===== config.mk =====
export PLATFORM = sky130hd
export DESIGN_NAME = calib_sequencer
export DESIGN_NICKNAME = d
export VERILOG_FILES = /design/src/rtl/calib_pkg.sv /design/src/rtl/cycle_timer.sv /design/src/rtl/calib_sequencer.sv
export SDC_FILE = /design/constraint.sdc
export NUM_CORES = 1
export LEC_CHECK = 0
export BUFFER_PORTS_ARGS = -buffer_cell sky130_fd_sc_hd__clkbuf_2
export CAP_MARGIN = 0
export CORE_UTILIZATION = 59
export CTS_CLUSTER_DIAMETER = 80
export DETAILED_ROUTE_END_ITERATION = 6
export PLACE_DENSITY = 0.79
export SLEW_MARGIN = 15
export SYNTH_ARGS = -nofsm -noshare
export SYNTH_HDL_FRONTEND = slang
export SYNTH_SLANG_ARGS = --single-unit
export TNS_END_PERCENT = 10

===== constraint.sdc =====
create_clock -name clk -period 2.8 [get_ports clk]
set_input_delay 0.28 -clock clk [delete_from_list [all_inputs] [get_ports clk]]
set_output_delay 0.28 -clock clk [all_outputs]
set_load 0.02 [all_outputs]

===== src/rtl/calib_pkg.sv =====
// Shared types and helpers for the LED-chain calibration sequencer.
// Optional watchdog support is enabled by defining CALIB_SEQ_TIMEOUT_EN.
package calib_pkg;

    typedef enum logic [2:0] {
        IDLE         = 3'd0,
        SET_BIT      = 3'd1,
        WAIT_FRAME   = 3'd2,
        SETTLE       = 3'd3,
        CAPTURE_REQ  = 3'd4,
        WAIT_CAPTURE = 3'd5,
        NEXT         = 3'd6,
        FINISH       = 3'd7
    } calib_seq_state_t;

    // Number of address bits needed to distinguish every LED on the chain.
    function automatic int addr_bits(input int num_leds);
        return $clog2(num_leds);
    endfunction

    // Counter width able to hold values 0..limit (at least one bit).
    function automatic int timer_width(input int limit);
        return (limit < 1) ? 1 : $clog2(limit + 1);
    endfunction

endpackage


===== src/rtl/cycle_timer.sv =====
// Reusable cycle timer: load clears the count, enable advances it, and
// expired is high on the LIMIT-th enabled cycle after a load (immediately
// when LIMIT is 0). The count saturates once expired.
module cycle_timer
    import calib_pkg::*;
#(
    parameter int LIMIT = 4
) (
    input  logic clk,
    input  logic rst,
    input  logic load,
    input  logic enable,
    output logic expired
);

    localparam int W = timer_width(LIMIT);
    localparam logic [W-1:0] LAST = (LIMIT < 1) ? {W{1'b0}} : W'(LIMIT - 1);

    logic [W-1:0] count_q;
    logic [W-1:0] count_d;

    assign expired = (count_q >= LAST);

    // Next count: load wins, otherwise advance until the limit is reached.
    always_comb begin
        count_d = count_q;
        if (load) begin
            count_d = {W{1'b0}};
        end else if (enable && !expired) begin
            count_d = count_q + W'(1);
        end else begin
            count_d = count_q;
        end
    end

    // Count register with synchronous reset.
    always_ff @(posedge clk) begin
        if (rst) begin
            count_q <= {W{1'b0}};
        end else begin
            count_q <= count_d;
        end
    end

endmodule


===== src/rtl/calib_sequencer.sv =====
// Calibration sequencer: walks the LED address bits one by one, waits for the
// display to show each bit, lets it settle, requests a camera capture and
// waits for completion. All outputs come straight from registers.
// Define CALIB_SEQ_TIMEOUT_EN to add a per-wait watchdog that raises the
// sticky timeout_err flag and abandons the sweep.
module calib_sequencer
    import calib_pkg::*;
#(
    parameter int NUM_LEDS       = 50,
    parameter int SETTLE_CYCLES  = 1000,
    parameter int TIMEOUT_CYCLES = 1 << 20,
    localparam int NB            = addr_bits(NUM_LEDS),
    localparam int BW            = (NB > 1) ? $clog2(NB) : 1
) (
    input  logic          clk,
    input  logic          rst,
    input  logic          start,
    input  logic          abort,
    input  logic          frame_valid,
    input  logic          capture_ready,
    input  logic          capture_done,
    output logic [BW-1:0] bit_index,
    output logic          new_bit,
    output logic          capture_start,
    output logic          busy,
    output logic          done,
    output logic          timeout_err
);

    localparam logic [BW-1:0] LAST_BIT = BW'(NB - 1);

    calib_seq_state_t state_q;
    logic [BW-1:0]    bit_index_q;
    logic             new_bit_q;
    logic             capture_start_q;
    logic             busy_q;
    logic             done_q;
    // WAIT_FRAME ignores frame_valid until this is set after its first cycle.
    logic             wf_armed_q;

    logic             settle_load_s;
    logic             settle_en_s;
    logic             settle_expired_s;

    // The settle count restarts every time SETTLE is (re)entered.
    always_comb begin
        settle_en_s   = (state_q == SETTLE);
        settle_load_s = !settle_en_s;
    end

    cycle_timer #(
        .LIMIT (SETTLE_CYCLES)
    ) u_settle_timer (
        .clk     (clk),
        .rst     (rst),
        .load    (settle_load_s),
        .enable  (settle_en_s),
        .expired (settle_expired_s)
    );

`ifdef CALIB_SEQ_TIMEOUT_EN
    logic timeout_err_q;
    logic wd_active_s;
    logic wd_load_s;
    logic wd_expired_s;

    // Watchdog runs in the three wait states and is reloaded on every state
    // change; CAPTURE_REQ -> WAIT_CAPTURE is the only change between two
    // watched states, so the transfer cycle reloads explicitly.
    always_comb begin
        wd_active_s = (state_q == WAIT_FRAME) || (state_q == CAPTURE_REQ) ||
                      (state_q == WAIT_CAPTURE);
        if (!wd_active_s) begin
            wd_load_s = 1'b1;
        end else if ((state_q == CAPTURE_REQ) && capture_ready) begin
            wd_load_s = 1'b1;
        end else begin
            wd_load_s = 1'b0;
        end
    end

    cycle_timer #(
        .LIMIT (TIMEOUT_CYCLES)
    ) u_wd_timer (
        .clk     (clk),
        .rst     (rst),
        .load    (wd_load_s),
        .enable  (wd_active_s),
        .expired (wd_expired_s)
    );

    assign timeout_err = timeout_err_q;
`else
    logic unused_timeout_s;
    assign unused_timeout_s = (TIMEOUT_CYCLES > 0);
    assign timeout_err      = 1'b0;
`endif

    // Sequencer FSM; priority is reset, then abort, then watchdog, then flow.
    always_ff @(posedge clk) begin
        if (rst) begin
            state_q         <= IDLE;
            bit_index_q     <= {BW{1'b0}};
            new_bit_q       <= 1'b0;
            capture_start_q <= 1'b0;
            busy_q          <= 1'b0;
            done_q          <= 1'b0;
            wf_armed_q      <= 1'b0;
`ifdef CALIB_SEQ_TIMEOUT_EN
            timeout_err_q   <= 1'b0;
`endif
        end else if (abort && (state_q != IDLE)) begin
            state_q         <= IDLE;
            new_bit_q       <= 1'b0;
            capture_start_q <= 1'b0;
            busy_q          <= 1'b0;
            done_q          <= 1'b0;
            wf_armed_q      <= 1'b0;
`ifdef CALIB_SEQ_TIMEOUT_EN
        end else if (wd_active_s && wd_expired_s) begin
            state_q         <= IDLE;
            new_bit_q       <= 1'b0;
            capture_start_q <= 1'b0;
            busy_q          <= 1'b0;
            done_q          <= 1'b0;
            wf_armed_q      <= 1'b0;
            timeout_err_q   <= 1'b1;
`endif
        end else begin
            new_bit_q <= 1'b0;
            done_q    <= 1'b0;
            case (state_q)
                IDLE: begin
                    if (start) begin
                        state_q       <= SET_BIT;
                        bit_index_q   <= {BW{1'b0}};
                        new_bit_q     <= 1'b1;
                        busy_q        <= 1'b1;
`ifdef CALIB_SEQ_TIMEOUT_EN
                        timeout_err_q <= 1'b0;
`endif
                    end
                end
                SET_BIT: begin
                    state_q    <= WAIT_FRAME;
                    wf_armed_q <= 1'b0;
                end
                WAIT_FRAME: begin
                    if (wf_armed_q && frame_valid) begin
                        state_q    <= SETTLE;
                        wf_armed_q <= 1'b0;
                    end else begin
                        wf_armed_q <= 1'b1;
                    end
                end
                SETTLE: begin
                    if (!frame_valid) begin
                        state_q <= WAIT_FRAME;
                    end else if (settle_expired_s) begin
                        state_q         <= CAPTURE_REQ;
                        capture_start_q <= 1'b1;
                    end
                end
                CAPTURE_REQ: begin
                    if (capture_ready) begin
                        state_q         <= WAIT_CAPTURE;
                        capture_start_q <= 1'b0;
                    end
                end
                WAIT_CAPTURE: begin
                    if (capture_done) begin
                        state_q <= NEXT;
                    end
                end
                NEXT: begin
                    if (bit_index_q == LAST_BIT) begin
                        state_q <= FINISH;
                        done_q  <= 1'b1;
                    end else begin
                        bit_index_q <= bit_index_q + BW'(1);
                        state_q     <= SET_BIT;
                        new_bit_q   <= 1'b1;
                    end
                end
                FINISH: begin
                    state_q <= IDLE;
                    busy_q  <= 1'b0;
                end
                default: begin
                    state_q         <= IDLE;
                    capture_start_q <= 1'b0;
                    busy_q          <= 1'b0;
                    wf_armed_q      <= 1'b0;
                end
            endcase
        end
    end

    assign bit_index     = bit_index_q;
    assign new_bit       = new_bit_q;
    assign capture_start = capture_start_q;
    assign busy          = busy_q;
    assign done          = done_q;

endmodule


After elaboration in Yosys (flattened, before gate mapping)
Index checks and enable logic that the tools add are counted.

Output and inout port bits: 8. Register bits: 21. Logic and storage cells: 70. Bits of input ports: 7.

Multiplexer cells: 23. Bitwise operators: 3. Equality and inequality tests: 16. $add $sub $neg: 2. Order comparisons: 1. Reduce and logical (&&, ||, !) cells: 17.

Operators with widths (count): $mux 3 (9); $pmux 3 s8 (1); $eq 3x3->1 const B (5); $ne 2x2->1 const B (7); $add 10x1->10 const B (1); $ge 10x10->1 const B (1); $mux 1 (8); $pmux 1 s2 (4); $reduce_and 4->1 (2); $reduce_bool 2->1 (4); $eq 3x2->1 const B (2); $pmux 3 s2 (1); $reduce_and 5->1 (1); $reduce_or 2->1 (2); $add 3x1->3 const B (1); $eq 3x1->1 const B (1); $logic_and 1x1->1 (3); $logic_not 3->1 (1); $ne 3x3->1 const B (1); $not 1->1 (3); $reduce_bool 3->1 (1); $reduce_or 3->1 (1); $reduce_and 2->1 (1); $logic_not 1->1 (1).

Depth between registers and ports, before layout
Gate-level depths: netlist (run 1).

Word-level depth: 4. Depth in mapped cells: 7. Depth with buffers taken out: 7.

By module
From an unflattened synthesis (run 1), not the netlist that was laid out.

Cells, all modules: 150. Area, all modules: 1280.0 um^2.

Modules (own cells, without submodules): calib_sequencer (area each 660.6 um^2, cells each 77, instances 1, seq. area each 220.2 um^2); cycle_timer (area each 619.3 um^2, cells each 73, instances 1, seq. area each 200.2 um^2).

Worst setup path before layout (run 1)
Ideal clock, no wire load.

Kind: register -> register. Start point: register u_settle_timer.count_q[0]. End point: register u_settle_timer.count_q[3]. Clock period less this slack: 1680 ps. Arrival time: 1563 ps. Buffers on the path: 0. Setup time: 117 ps. Cell stages (with the launch flop): 7. Path slack: 1120 ps. Data required time: 2683 ps. Cells stage by stage: dfxtp_1 -> ha_1 -> a211o_1 -> a31oi_1 -> and4_1 -> xnor2_1 -> nor2_1.

Longest elaborated chain between the ends: 3. Elaborated cells between the ends (all ways): 4. Classes of those cells: 1 x add/sub; 1 x order compare; 2 x reduce/logical.

RTL lines: start, declared (line cycle_timer.sv:19) `logic [W-1:0] count_q;`; start signal, assigned (line cycle_timer.sv:39) `count_q <= {W{1'b0}};`; start signal, assigned (line cycle_timer.sv:41) `count_q <= count_d;`; $ge 10x10->1 (line cycle_timer.sv:22) `assign expired = (count_q >= LAST);`; $logic_not 1->1 (line cycle_timer.sv:29) `end else if (enable && !expired) begin`; $logic_and 1x1->1 (line cycle_timer.sv:29).

Parallel ways exist; a longest one is shown, timed or not. A chain may end at the register's enable or synchronous reset.

Final worst setup path (run 1)
Start point: register state_q[2]. End point: register state_q[1].

Longest elaborated chain between the ends: 3. Elaborated cells between the ends (all ways): 18. Classes of those cells: 12 x eq/ne; 1 x mux; 5 x reduce/logical.

RTL lines: start, declared (line calib_sequencer.sv:32) `calib_seq_state_t state_q;`; start signal, assigned (line calib_sequencer.sv:102) `state_q <= IDLE;`; start signal, assigned (line calib_sequencer.sv:113) `state_q <= IDLE;`; start signal, assigned (line calib_sequencer.sv:135) `state_q <= SET_BIT;`; $eq 3x2->1 (tied with other cells) (line calib_sequencer.sv:132) `case (state_q)`; $ne 3x3->1 (no line) (tied with other cells); $reduce_and 5->1 (no line) / $reduce_or 2->1 (equally long branches).

Parallel ways exist; a longest one is shown, timed or not.

==> summary.txt, run 1 <==
Clock tree
  – CTS root buf: clkbuf_4
  – CTS buffer count: 3
  – Setup bufs post-CTS: 0
  – CTS tree: done
  – CTS Sinks: 21
  – Skew-Pair Late Insertion Delay: approximately 0.30 ns
  – Hold_buf cts: 0
  – CTS max path bufs: 2
  – CTS resizes: 0
  – Clock slew at reported path FFs: 0.12 ns
  – H-tree depth: 1

Synthesis
  – Synth warn: 0
  – Synth Area in Compound Gates: between 10% and 20%
  – Mapped Nets: approximately 140
  – Largest family of logic cells by synthesized area: simple AND/OR/NAND/NOR gates
  – Synthesis-stage register bit count: 21
  – Post-synthesis mux area share: 0%
  – Cells after Synth: between 100 and 150
  – Mapped Avg Cell Area: between 8 and 9 um^2
  – Post-Synth Simple-Gate Area: a little over 30%
  – Distinct cells, synth: 43
  – Sequential area share after synthesis: between 30% and 40%
  – Adder-cell share of the synthesized area: 3.44%
  – Post-Syn Area: around 1100 um^2
  – Synth Area in XOR/XNOR: approximately 6.4%

Setup path
  – CP required: around 3 ns
  – Crit path DAT: between 2 and 2.5 ns
  – CP max FO: 13
  – Worst setup path category: reg -> reg
  – Startpoint types: flip-flop
  – CP Capture Type: flip-flop

Global routing
  – GRT overflow: 0
  – GRT Total Usage: 23.6%
  – Vias in the first global route: 864
  – First-pass GRT wire length: ~3500 um
  – Largest net degree at the start of global routing: 16
  – Initial antenna violation count: 0

Drt
  – Drt initial violations: 16
  – DRC viols: 0
  – Final ANT Viol Nets: 0
  – Drt pass-1 iters: 4
  – Wire per inst: 12.3 um
  – Routed wire length: approximately 2000 um
  – Via Count: ~940
  – Vias per std cell: around 5.7

Power and ir drop
  – Peak supply drop: between 0.3 and 0.4 mV
  – Total power: around 700 uW
  – Leak pwr: ~0.44 nW
  – Pwr dens: ~580 nW/um^2

Place
  – # placed instances: 162
  – GP Congestion: around 0.81
  – Placed Area: between 1000 and 1500 um^2
  – Port Buf Inserts: 13
  – Pre-CTS setup slack: a little under 1 ns
  – HPWL after DPL: 1530 um

Layout
  – Fin nets: about 150
  – Area Growth Syn to Fin: 8.82%
  – Layout cells sized above 1: approximately 16%
  – Diode count: 0
  – Final std cells w/o fill: 166
  – Final Instance Area: 1190 um^2
  – Sequential Area: about 420 um^2
  – Multi-input gate area: 634 um^2
  – Commonest non-fill, non-tap cells in the layout: nor2_1 (21), dfxtp_1 (21), clkbuf_2 (13), a21oi_1 (9), nand2_1 (7)
  – Number of fill cells in the layout: around 160

Floorplanning
  – Top-level I/O count: 15
  – Initial Util: 63.3%
  – Die H: 45.0 um
  – Die Wd: about 45 um
  – DIE AREA: 2030 um^2
  – Site Rows: 15
  – Core Region: approximately 1700 um^2

STA
  – Slew margin rel.: between 50% and 60%
  – Worst Max-Slew Pin Slew: around 0.66 ns
  – Final setup violation count: 0
  – Final WS setup: roughly 0.94 ns
  – Max Slew Vio Count: 0
  – Fmax: between 500 and 600 MHz
  – Post-route setup TNS: 0 ns
  – Final worst-path cycle share: roughly 66%
  – Unrepaired setup endpoints after global routing: false
  – Final Skew: approximately 0.009 ns
  – Fin crit period: approximately 1.9 ns
  – Final hold viol count: 0

Outcome
  – Outcome: finished, final reports clean

Run
  – Maxcap violations: 0

Hold path
  – HP Class: in -> reg
==> metal layers <==
metal  vias up  global-route usage, %  wire length [um]
met4         0                   14.5                54
met3         6                   3.60                41
met2        10                   37.7              1030
met1       441                   29.7               924
met5         -                      0                 0
li1        484                      -                 -
==> kinds of logic (layout without fill, tap and decap cells) <==
| family | Yosys count | after routing |
|---|---|---|
| compound gates | 28 | 28 |
| xor+xnor | 8 | 8 |
| fa+ha+maj | 3 | 3 |
| buf+inv | 8 | 20 |
| flops | 21 | 21 |
| other cells | 1 | 1 |
| simple gates | 60 | 60 |
==> stage by stage <==
step	util (%)	hold slack [ns]
4_1_cts	68.8	0.205
5_1_grt	68.8	0.198
3_3_place_gp	67.3	0.471
3_5_place_dp	67.3	0.479
6_report	68.8	0.209
2_1_floorplan	-	0.352
==> cell usage after synthesis <==
| library cell | instances | share of area [%] |
|---|---|---|
| a31oi_1 | 1 | 0.57 |
| nand2b_1 | 1 | 0.57 |
| nor3_1 | 3 | 1.4 |
| inv_1 | 3 | 1.0 |
| xor2_1 | 5 | 4.0 |
| nand2_1 | 7 | 2.4 |
| and4_4 | 1 | 1.0 |
| nor2b_1 | 1 | 0.57 |
| a211o_1 | 1 | 0.80 |
| nor4b_2 | 1 | 1.4 |
| clkbuf_1 | 1 | 0.34 |
| o22ai_1 | 2 | 1.1 |
| o21ai_0 | 5 | 2.3 |
| nor4_1 | 1 | 0.57 |
| and4b_1 | 1 | 0.92 |
| a22oi_1 | 2 | 1.4 |
| or3_1 | 1 | 0.57 |
| nand3_4 | 1 | 1.6 |
| nor2_1 | 21 | 7.2 |
| a311oi_2 | 1 | 1.4 |
| nand4_1 | 3 | 1.7 |
| buf_2 | 3 | 1.4 |
| xnor2_1 | 3 | 2.4 |
| and4_1 | 1 | 0.80 |
| a311oi_1 | 1 | 0.80 |
| a221oi_2 | 1 | 1.4 |
| conb_1 | 1 | 0.34 |
| nand3b_1 | 3 | 2.1 |
| a21oi_1 | 9 | 4.1 |
| o2bb2ai_1 | 1 | 0.80 |
| or2_2 | 2 | 1.1 |
| and2b_1 | 1 | 0.69 |
| dfxtp_1 | 21 | 38 |
| and3_1 | 3 | 1.7 |
| a21boi_0 | 1 | 0.69 |
| nand3_1 | 6 | 2.7 |
| or2b_1 | 1 | 0.69 |
| nor3b_1 | 1 | 0.69 |
| ha_1 | 3 | 3.4 |
| a211oi_1 | 1 | 0.69 |
| o211ai_1 | 1 | 0.69 |
| o21bai_1 | 1 | 0.69 |
| buf_4 | 1 | 0.69 |
==> sequential cells by signal, indices dropped and copies added (netlist names) <==
name                    cells
new_bit                     1
u_settle_timer.count_q     10
capture_start               1
done                        1
wf_armed_q                  1
busy                        1
state_q                     3
bit_index                   3
==> where the power goes <==
group	internal, mW	leakage, nW	switching [mW]	total [mW]
clock	0.0554	0.0150	0.0872	0.143
combinational	0.0747	0.254	0.103	0.178
sequential	0.321	0.170	0.0456	0.366
total	0.451	0.439	0.236	0.686
==> path summary, 6_finish.rpt <==
check        cells past startpoint  slack [ns]     startpoint       endpoint
max reg2reg                      5        0.94     state_q[2]     state_q[1]
max                              5        0.94     state_q[2]     state_q[1]
min reg2reg                      2        0.50  capture_start  capture_start
min                              2        0.21            rst   bit_index[1]
==> worst max-delay path, cell delays in order, from the launching register on <==
cell	delay, ns
dfxtp_1	0.55
and2b_1	0.27
and3_1	0.22
a221oi_2	0.38
a21oi_1	0.14
a311oi_2	0.24
==> layout make-up <==
type                    instances  area share [%]
clock buffers                   4            2.21
multi-input cells             100            53.4
well taps                      25            2.63
inverters                       3           0.947
flip-flops and latches         21            35.4
repair buffers                 13            5.47
Power figures use the tool's default switching activity.
==> run 2: changes to the inputs <==
- CORE_UTILIZATION: 59 -> 55
- PLACE_DENSITY: 0.79 -> 0.74
- clock period: 2.8 -> 1.8 ns (I/O delays scaled with it)
==> run 2 against run 1 <==
Sequential cell count did not move. Via count is 4.7% higher. Die area up 7.0%. Total power grew 65%. Setup slack got worse by 0.86 ns. Critical path depth grew 1. Critical path type unchanged.
==> summary.txt, run 2 (synthesis gave the netlist of run 1 again) <==
Outcome
  – Outcome: finished, final reports clean

Floorplanning
  – Die H: roughly 47 um
  – Die Wd: 46.6 um
  – Initial Util: about three fifths
  – Top-level I/O count: 15
  – DIE AREA: approximately 2200 um^2
  – Site Rows: 15
  – Core Region: 1800 um^2

Clock tree
  – CTS max path bufs: 2
  – CTS Sinks: 21
  – H-tree depth: 1
  – CTS buffer count: 3
  – CTS root buf: clkbuf_4
  – Setup bufs post-CTS: 0
  – CTS tree: done
  – Skew-Pair Late Insertion Delay: about 0.31 ns
  – Clock slew at reported path FFs: 0.12 ns

Global routing
  – Vias in the first global route: 858
  – GRT overflow: 0
  – First-pass GRT wire length: roughly 3700 um
  – Largest net degree at the start of global routing: 16
  – Initial antenna violation count: 0
  – GRT Total Usage: about a quarter

Power and ir drop
  – Logic pwr share: between 20% and 30%
  – Pwr dens: 904 nW/um^2
  – Clock power frac: 20.9%
  – Net Sw Frac: between 30% and 40%
  – Peak supply drop: around 0.71 mV
  – Leak pwr: approximately 0.47 nW
  – Power Internal: around 730 uW
  – Total power: around 1.1 mW
  – Net Switching: slightly below 400 uW
  – Sequential share of power: 49.3%

Layout
  – Commonest non-fill, non-tap cells in the layout: nor2_1 (21), dfxtp_1 (19), clkbuf_2 (13), a21oi_1 (9), nand2_1 (7)
  – Most flops, register: u_settle_timer.count_q
  – Area Growth Syn to Fin: 14.5%
  – Layout cells sized above 1: 21.8%
  – Max reg flops: 10
  – Number of fill cells in the layout: between 150 and 200
  – Fin nets: about 160
  – Post-layout util: 69.4%
  – Diode count: 0
  – Commonest non-fill, non-tap cell in the layout: nor2_1

Setup path
  – CP required: 2.03 ns
  – CP Capture Type: flip-flop
  – Crit Reg-Reg Startpoint: u_settle_timer.count_q[0]
  – CP max FO: 5
  – Crit. Startpoint: u_settle_timer.count_q[0]
  – Crit path to: state_q[1]
  – Reg2Reg Depth: 6
  – Flop2flop setup slack: around 0.082 ns
  – Startpoint types: flip-flop
  – Worst setup path category: reg -> reg
  – Reg-to-reg endpoint: state_q[1]
  – Crit path DAT: between 1.5 and 2 ns

STA
  – Final setup violation count: 0
  – Final hold viol count: 0
  – Max Slew Vio Count: 0
  – Final worst-path cycle share: 95.5%
  – Fin crit period: roughly 1.7 ns
  – Fmax: just under 600 MHz
  – Final Skew: between 0.0015 and 0.002 ns
  – Min Hold Slack: 0.0859 ns

Drt
  – Drt initial violations: 25
  – Via Count: ~1000
  – Drt pass-1 iters: 4
  – DRC viols: 0
  – Wire per inst: between 10 and 15 um
  – Routed wire length: ~2300 um
  – Vias per std cell: 5.73
  – Final ANT Viol Nets: 0

Run
  – Maxcap violations: 0

Place
  – Port Buf Inserts: 13
  – HPWL after DPL: 1670 um
  – GP Congestion: ~0.83

Hold path
  – HP Class: in -> reg
[run 2: cell count changes in the layout (fill, tap and decap cells not counted)]
cell        previous run  this run
buf_4                  0         6
dfxtp_2                0         2
a221oi_2               1         0
clkbuf_1               1         0
dfxtp_1               21        19
clkinvlp_4             0         1
a221oi_4               0         1
[run 2: final cells by class]
type	count	area (um^2)	share of cell area, %
Tap cell	25	31.3	2.50
Clock buffer	3	22.5	1.80
Sequential cell	21	423	33.8
Inverter	3	11.3	0.900
Multi-Input combinational cell	100	646	51.6
Clock inverter	1	7.51	0.600
Timing Repair Buffer	19	110	8.80
[run 2: worst min path at each step]
stage | startpoint | end | slack (ns) | cells past startpoint
floorplan | rst | bit_index[0] | 0.25 | 1
global placement | rst | bit_index[0] | 0.42 | 2
detailed placement | rst | bit_index[1] | 0.43 | 2
CTS | rst | bit_index[1] | 0.09 | 2
global route | rst | bit_index[1] | 0.09 | 2
finish | rst | bit_index[1] | 0.09 | 2
[run 2: power by group through the flow]
stage	Sequential (mW)	Clock, mW	Combinational, mW
5_1_grt	0.569	0.264	0.368
3_3_place_gp	0.567	0	0.307
2_1_floorplan	0.550	0	0.243
4_1_cts	0.558	0.240	0.318
6_report	0.558	0.236	0.337
3_5_place_dp	0.569	0	0.313
[run 2: stage by stage]
stage | TNS (ns) | setup slack (ns) | cells | instance area (um^2)
2_1_floorplan | 0 | 0.120 | 129 | 1090
3_3_place_gp | 0 | 0.225 | 168 | 1210
3_5_place_dp | 0 | 0.0680 | 168 | 1210
4_1_cts | 0 | 0.0402 | 172 | 1240
5_1_grt | -0.0135 | -0.0135 | 172 | 1250
6_report | 0 | 0.0818 | 172 | 1250
[run 2: worst max-delay path: stages, from the launching register on]
cell and delay, ns:
dfxtp_2 0.39, ha_1 0.19, a211o_1 0.19, nand3_4 0.13, a221oi_4 0.34, a21oi_1 0.12
a311oi_2 0.26
[run 2: timing repair]
| action | CTS | global route |
|---|---|---|
| gates resized for setup | 0 | 3 |
| hold endpoints to repair | 0 | 0 |
| setup endpoints to repair | 0 | 1 |
| hold buffers | 0 | 0 |
[run 2: metal layers]
| layer | vias up | GRT usage (%) | wire (um) |
|---|---|---|---|
| met5 | - | 0 | 0 |
| met4 | 0 | 8.82 | 46 |
| li1 | 493 | - | - |
| met2 | 22 | 38.1 | 1080 |
| met1 | 464 | 31.5 | 1060 |
| met3 | 6 | 3.53 | 85 |
